$ cat config.mk
export PLATFORM = sky130hd
export DESIGN_NAME = r200_id_stage
export DESIGN_NICKNAME = d
export VERILOG_FILES = /design/src/rtl/r200_id_stage.sv
export SDC_FILE = /design/constraint.sdc
export NUM_CORES = 2
export LEC_CHECK = 0
export BUFFER_PORTS_ARGS = -buffer_cell sky130_fd_sc_hd__clkbuf_2
export CAP_MARGIN = 20
export CORE_ASPECT_RATIO = 1.75
export CORE_UTILIZATION = 69
export CTS_BUF_LIST = sky130_fd_sc_hd__clkbuf_8
export CTS_CLUSTER_SIZE = 12
export DETAILED_ROUTE_END_ITERATION = 12
export PLACE_DENSITY = 0.87
export SYNTH_ARGS = -nofsm -noshare
export SYNTH_HDL_FRONTEND = slang
export SYNTH_SLANG_ARGS = --single-unit
$ cat constraint.sdc
create_clock -name clk -period 87.4 [get_ports clk]
set_clock_uncertainty 0.05 [all_clocks]
set_input_delay 26.22 -clock clk [delete_from_list [all_inputs] [get_ports clk]]
set_output_delay 26.22 -clock clk [all_outputs]
set_load 0.1 [all_outputs]
$ cat src/rtl/r200_id_stage.sv
// r200_id_stage
//   Registered RV32 decode stage: register file with a WB->ID bypass,
//   immediate generation, control decode, a register scoreboard for
//   RAW/WAW interlocks, flush, and a saturating hazard-stall counter.
//   An instruction accepted from fetch appears in the ID/EX register on
//   the next clock edge.
//
// Ports
//   clk, rst                 clock (rising edge), async active-high reset
//   in_valid/in_ready        fetch handshake (in_ready is combinational)
//   in_instr, in_pc          instruction word and its PC
//   wb_we, wb_addr, wb_data  register writeback port
//   flush                    kill the ID/EX instruction, refuse input
//   out_valid/out_ready      execute handshake on the ID/EX register
//   out_pc .. out_illegal    registered decoded fields
//   stall_cnt                saturating count of hazard-stall cycles
module r200_id_stage #(
  parameter int XLEN = 32,
  parameter int NREG = 32,
  parameter int CNTW = 16
) (
  input  logic            clk,
  input  logic            rst,
  input  logic            in_valid,
  output logic            in_ready,
  input  logic [31:0]     in_instr,
  input  logic [XLEN-1:0] in_pc,
  input  logic            wb_we,
  input  logic [4:0]      wb_addr,
  input  logic [XLEN-1:0] wb_data,
  input  logic            flush,
  output logic            out_valid,
  input  logic            out_ready,
  output logic [XLEN-1:0] out_pc,
  output logic [XLEN-1:0] out_rs1v,
  output logic [XLEN-1:0] out_rs2v,
  output logic [XLEN-1:0] out_imm,
  output logic [4:0]      out_rd,
  output logic [6:0]      out_opcode,
  output logic [2:0]      out_funct3,
  output logic            out_alt,
  output logic            out_regwr,
  output logic            out_memwr,
  output logic            out_isload,
  output logic            out_illegal,
  output logic [CNTW-1:0] stall_cnt
);

  localparam int AW = $clog2(NREG);

  localparam logic [6:0] OP_LUI    = 7'h37;
  localparam logic [6:0] OP_AUIPC  = 7'h17;
  localparam logic [6:0] OP_JAL    = 7'h6F;
  localparam logic [6:0] OP_JALR   = 7'h67;
  localparam logic [6:0] OP_LOAD   = 7'h03;
  localparam logic [6:0] OP_OPIMM  = 7'h13;
  localparam logic [6:0] OP_OP     = 7'h33;
  localparam logic [6:0] OP_STORE  = 7'h23;
  localparam logic [6:0] OP_BRANCH = 7'h63;

  // Registers x0 and anything at or beyond NREG do not physically exist.
  function automatic logic inRange(input logic [4:0] a);
    return (32'(a) < 32'(NREG));
  endfunction

  logic [XLEN-1:0] r_regs [NREG];
  logic [NREG-1:0] r_pend;
  logic [NREG-1:0] w_pendNext;
  logic [CNTW-1:0] r_stallCnt;

  logic            r_outValid, r_outAlt, r_outRegwr, r_outMemwr, r_outIsload, r_outIllegal;
  logic [XLEN-1:0] r_outPc, r_outRs1v, r_outRs2v, r_outImm;
  logic [4:0]      r_outRd;
  logic [6:0]      r_outOpcode;
  logic [2:0]      r_outFunct3;

  logic [6:0]      w_op;
  logic [4:0]      w_rs1, w_rs2, w_rd;
  logic            w_use1, w_use2, w_writesRd, w_memwr, w_isload, w_illegal, w_regwr;
  logic [31:0]     w_imm32;
  logic [XLEN-1:0] w_imm, w_rs1v, w_rs2v;
  logic            w_byp1, w_byp2, w_pend1, w_pend2, w_pendRd;
  logic            w_hazard, w_ready, w_accept;

  assign w_op  = in_instr[6:0];
  assign w_rd  = in_instr[11:7];
  assign w_rs1 = in_instr[19:15];
  assign w_rs2 = in_instr[24:20];

  // Control decode and immediate selection by opcode.
  always_comb begin
    w_use1     = 1'b0;
    w_use2     = 1'b0;
    w_writesRd = 1'b0;
    w_memwr    = 1'b0;
    w_isload   = 1'b0;
    w_illegal  = 1'b0;
    w_imm32    = '0;
    case (w_op)
      OP_LUI, OP_AUIPC: begin
        w_writesRd = 1'b1;
        w_imm32    = {in_instr[31:12], 12'b0};
      end
      OP_JAL: begin
        w_writesRd = 1'b1;
        w_imm32    = {{11{in_instr[31]}}, in_instr[31], in_instr[19:12],
                      in_instr[20], in_instr[30:21], 1'b0};
      end
      OP_JALR, OP_OPIMM: begin
        w_use1     = 1'b1;
        w_writesRd = 1'b1;
        w_imm32    = {{20{in_instr[31]}}, in_instr[31:20]};
      end
      OP_LOAD: begin
        w_use1     = 1'b1;
        w_writesRd = 1'b1;
        w_isload   = 1'b1;
        w_imm32    = {{20{in_instr[31]}}, in_instr[31:20]};
      end
      OP_OP: begin
        w_use1     = 1'b1;
        w_use2     = 1'b1;
        w_writesRd = 1'b1;
      end
      OP_STORE: begin
        w_use1  = 1'b1;
        w_use2  = 1'b1;
        w_memwr = 1'b1;
        w_imm32 = {{20{in_instr[31]}}, in_instr[31:25], in_instr[11:7]};
      end
      OP_BRANCH: begin
        w_use1  = 1'b1;
        w_use2  = 1'b1;
        w_imm32 = {{19{in_instr[31]}}, in_instr[31], in_instr[7],
                   in_instr[30:25], in_instr[11:8], 1'b0};
      end
      default: w_illegal = 1'b1;
    endcase
  end

  assign w_regwr = w_writesRd & (w_rd != 5'd0);
  assign w_imm   = XLEN'(signed'(w_imm32));

  // A writeback to the register being read this cycle is forwarded so the
  // consumer does not have to wait for the regfile write to land.
  assign w_byp1 = wb_we & (wb_addr == w_rs1) & (w_rs1 != 5'd0);
  assign w_byp2 = wb_we & (wb_addr == w_rs2) & (w_rs2 != 5'd0);

  always_comb begin
    w_rs1v = '0;
    w_rs2v = '0;
    if (inRange(w_rs1) && w_rs1 != 5'd0)
      w_rs1v = w_byp1 ? wb_data : r_regs[w_rs1[AW-1:0]];
    if (inRange(w_rs2) && w_rs2 != 5'd0)
      w_rs2v = w_byp2 ? wb_data : r_regs[w_rs2[AW-1:0]];
  end

  assign w_pend1  = inRange(w_rs1) & r_pend[w_rs1[AW-1:0]];
  assign w_pend2  = inRange(w_rs2) & r_pend[w_rs2[AW-1:0]];
  assign w_pendRd = inRange(w_rd)  & r_pend[w_rd[AW-1:0]];

  assign w_hazard = in_valid & ((w_use1 & w_pend1 & ~w_byp1) |
                                (w_use2 & w_pend2 & ~w_byp2) |
                                (w_regwr & w_pendRd));
  assign w_ready  = ~rst & ~flush & ~w_hazard & (~r_outValid | out_ready);
  assign w_accept = in_valid & w_ready;
  assign in_ready = w_ready;

  // Scoreboard next state: clears first, so a set in the same cycle wins.
  always_comb begin
    w_pendNext = r_pend;
    if (wb_we && inRange(wb_addr))
      w_pendNext[wb_addr[AW-1:0]] = 1'b0;
    if (flush && r_outValid && r_outRegwr && inRange(r_outRd))
      w_pendNext[r_outRd[AW-1:0]] = 1'b0;
    if (w_accept && w_regwr && inRange(w_rd))
      w_pendNext[w_rd[AW-1:0]] = 1'b1;
  end

  // Register file and scoreboard state; x0 is never written.
  always_ff @(posedge clk or posedge rst) begin
    if (rst) begin
      for (int i = 0; i < NREG; i++) r_regs[i] <= '0;
      r_pend <= '0;
    end else begin
      if (wb_we && inRange(wb_addr) && wb_addr != 5'd0)
        r_regs[wb_addr[AW-1:0]] <= wb_data;
      r_pend <= w_pendNext;
    end
  end

  // ID/EX register: load on accept, otherwise drop on flush or drain,
  // otherwise hold so execute sees stable fields under backpressure.
  always_ff @(posedge clk or posedge rst) begin
    if (rst) begin
      r_outValid   <= 1'b0;
      r_outPc      <= '0;
      r_outRs1v    <= '0;
      r_outRs2v    <= '0;
      r_outImm     <= '0;
      r_outRd      <= '0;
      r_outOpcode  <= '0;
      r_outFunct3  <= '0;
      r_outAlt     <= 1'b0;
      r_outRegwr   <= 1'b0;
      r_outMemwr   <= 1'b0;
      r_outIsload  <= 1'b0;
      r_outIllegal <= 1'b0;
    end else if (w_accept) begin
      r_outValid   <= 1'b1;
      r_outPc      <= in_pc;
      r_outRs1v    <= w_rs1v;
      r_outRs2v    <= w_rs2v;
      r_outImm     <= w_imm;
      r_outRd      <= w_rd;
      r_outOpcode  <= w_op;
      r_outFunct3  <= in_instr[14:12];
      r_outAlt     <= in_instr[30];
      r_outRegwr   <= w_regwr;
      r_outMemwr   <= w_memwr;
      r_outIsload  <= w_isload;
      r_outIllegal <= w_illegal;
    end else if (flush || out_ready) begin
      r_outValid <= 1'b0;
    end
  end

  // Only genuine hazard cycles are counted, not plain backpressure.
  always_ff @(posedge clk or posedge rst) begin
    if (rst)
      r_stallCnt <= '0;
    else if (in_valid && w_hazard && !flush && r_stallCnt != {CNTW{1'b1}})
      r_stallCnt <= r_stallCnt + 1'b1;
  end

  assign out_valid   = r_outValid;
  assign out_pc      = r_outPc;
  assign out_rs1v    = r_outRs1v;
  assign out_rs2v    = r_outRs2v;
  assign out_imm     = r_outImm;
  assign out_rd      = r_outRd;
  assign out_opcode  = r_outOpcode;
  assign out_funct3  = r_outFunct3;
  assign out_alt     = r_outAlt;
  assign out_regwr   = r_outRegwr;
  assign out_memwr   = r_outMemwr;
  assign out_isload  = r_outIsload;
  assign out_illegal = r_outIllegal;
  assign stall_cnt   = r_stallCnt;

endmodule

==> impl_metrics.yaml <==
power_and_ir_drop:
  leakage_nw: 30.75
  power_density_nw_per_um2: 23.41
  ir_worst_vdd_mv: 0.01724
timing:
  fin_crit_ns: 56.39
  setup_tns_ns: 0
  fin_ws_ns: 31.01
  finalCritPeriodShare_pct: 64.52
  timing.slew.headroom_pct: 17.43
  hold_violations: 0
  rsz0062_at_grt: "no"
  slew_violations: 0
  worst_slew_pin_slew_ns: 1.226
  setup-violations-final: 0
  fmax_mhz: 17.73
global_routing:
  grt_pass1_wl_um: 278200
  grt_max_degree: 187
  grt.total_usage_pct: 40.83
  antenna_found_initial: 7
  grt_overflow: 0
  grt_pass1_vias: 44541
cts:
  h-tree-depth: 4
  path_clk_slew_ns: 0.06
  numCtsBuffers: 170
  cts_tree: "built"
  ctsResizeCount: 0
  cts-root-buf: "clkbuf_8"
  postCtsHoldBufs: 0
  cts.sink_count: 1221
  clk_latency_ns: 0.89
  postCtsSetupBuffers: 0
  cts.path.max_buffers: 3
routing:
  wl_per_cell_um: 32.36
  wirelength_um: 185700
  antenna_left: 0
  drt_first_iter_violations: 5066
  first_pass_iters: 7
  vias: 42798
  post-route-drc-count: 0
  viasPerCell: 7.456
cells_and_area:
  num-fill-cells: 5339
  fin_nets: 4532
  multi_input_comb_area_um2: 31140
  seq_area_um2: 30550
  area_growth_pct: 7.948
  drive_gt1_share_pct: 48.89
critical_path:
  cp_top_family: "buffers and inverters"
  critPathSlowestCell: "nor3_2"
  cp_data_required_time_ns: 61.13
  cp.buffers_inverters: 4
  start_kind: "primary input"
  cp_max_fo: 63
  crit_type: "primary input to primary output"
  critPathCaptureType: "primary output"
  path_cells: "buf_8, nor3_2, buf_4, nand2_2, nand4_1, buf_4, nand4_1, nand3_1, a21boi_0, clkbuf_2"
  cpPeakStageDelay_ns: 0.74
  critPathArrivalTime_ns: 30.12
synthesis:
  ys.flop_type: "dfrtp_1"
  synthTopCellsByCount: "dfrtp_1 (1221), mux2_2 (1001), mux4_2 (578), nand2_1 (339), clkbuf_1 (306)"
  syn_inst: 4370
  syn_area_per_cell_um2: 14.56
  synth_edf_count: 0
  ys_types: 57
  async_flop_share_pct: 100.0
  synth.most_common_cell: "dfrtp_1"
  synth_top_area_share_pct: 48.03
  synth_nets: 4478
  yosys_warnings: 0
  ys_top_cells_by_area: "dfrtp_1 (48%), mux4_2 (20%), mux2_2 (18%)"
  ys_seq_area_share_pct: 48.03
  yosys.area.top_type: "dfrtp_1"
  synth_area_um2: 63610
  ys_ff_latch: 1221
min_path:
  hold_path.class: "register to register"
flow_run:
  cap_violations: 0
placement:
  gp_congestion: 0.9856
  hpwlAfterDp_um: 103500
  io_buffers: 272
  post-place-ws_ns: 31.20
status:
  status: "complete, no violations"
floorplanning:
  die_area_um2: 93460
  die_w_um: 231.5
  rows: 147
  num_io_pins: 273
  initial_core_util_pct: 69.45
  die_y_um: 403.7
  coreArea_um2: 91600
-- flip-flops by register name, summed over array words and instances, names as in the netlist, 5 cells and up --
signal	flops
out_rd	5
out_rs1v	32
r_regs	1024
r_pend	32
stall_cnt	16
out_opcode	7
out_pc	32
out_imm	32
out_rs2v	32
-- area by class of cell --
| type | instances | area share [%] |
|---|---|---|
| multi-input cells | 2669 | 45.35 |
| diodes | 3 | 0.01093 |
| repair buffers | 357 | 3.119 |
| inverters | 5 | 0.03826 |
| flip-flops and latches | 1221 | 44.49 |
| clock inverters | 83 | 0.6049 |
| clock buffers | 210 | 4.209 |
| well taps | 1192 | 2.172 |
-- power by group --
| part | internal [mW] | switching [mW] |
|---|---|---|
| clock network | 0.221 | 0.219 |
| logic | 0.188 | 0.231 |
| registers | 0.669 | 0.0787 |
-- metal layers --
metal	vias to the layer above	GRT usage [%]	share of wire, %
li1	16739	-	-
met1	22231	50.32	34
met2	2908	64.21	49
met3	916	9.664	10
met4	4	28.14	7.7
met5	-	0	0.013
-- final timing paths --
kind,from,end,slack (ns),depth (start not counted)
setup / recovery,in_instr[21],in_ready,31.01,10
hold / removal,r_regs[1001]$_DFFE_PP0P_,r_regs[1001]$_DFFE_PP0P_,0.35,0
setup reg to reg,r_pend[2]$_DFF_PP0_,out_imm[28]$_DFFE_PP0P_,82.99,9
hold reg to reg,r_regs[1001]$_DFFE_PP0P_,r_regs[1001]$_DFFE_PP0P_,0.35,0
max in group asynchronous,rst,r_regs[11]$_DFFE_PP0P_,58.71,5
min in group asynchronous,rst,out_opcode[3]$_DFFE_PP0P_,25.47,2
-- per-stage QoR --
step           cells  power, mW  util, %  cell area (µm²)  hold slack, ns
2_1_floorplan   4370      1.072        -            63610          0.3913
3_3_place_gp    5442      1.145    71.32            65320          0.3263
3_5_place_dp    5442      1.169    71.32            65320          0.3336
4_1_cts         5735      1.605    74.92            68630          0.3494
5_1_grt         5739      1.663    74.97            68670          0.3664
6_report        5740      1.607    74.97            68670          0.3532
-- cells in the final DEF (no fill, tap or decap), drive strengths merged, types with 4 or more instances in the layout --
cell      instances
or2               4
nand2b            6
nand2           339
nand3            24
buf              94
o221ai           25
a22oi            13
clkbuf          473
nor3              6
and2              5
nor3b             6
nor4              4
nand3b           14
nor2b             4
o22ai             6
a21o              6
a31oi             7
or3               4
nor2             45
mux4            578
mux2           1008
xnor2            21
inv              65
xor2              4
mux2i           163
clkinv           16
o2111ai          12
o211ai           22
dfrtp          1221
clkinvlp          5
nand4            15
and4              5
or3b              6
o31ai            41
a211oi            7
a21oi            72
a221oi           32
o21ai           139
and3              9
-- cell families after synthesis --
kind of cell               after synthesis  share of synthesized area (%)
AOI/OAI and AO/OA                      391                          3.914
xor gates and xnor gates                25                         0.3442
DFF                                   1221                          48.03
and+or+nand+nor                        503                          3.515
buffers and inverters                  480                          3.304
adders and majority gates                1                        0.01967
muxes                                 1749                          40.87
(Power assumes the default switching activity.)
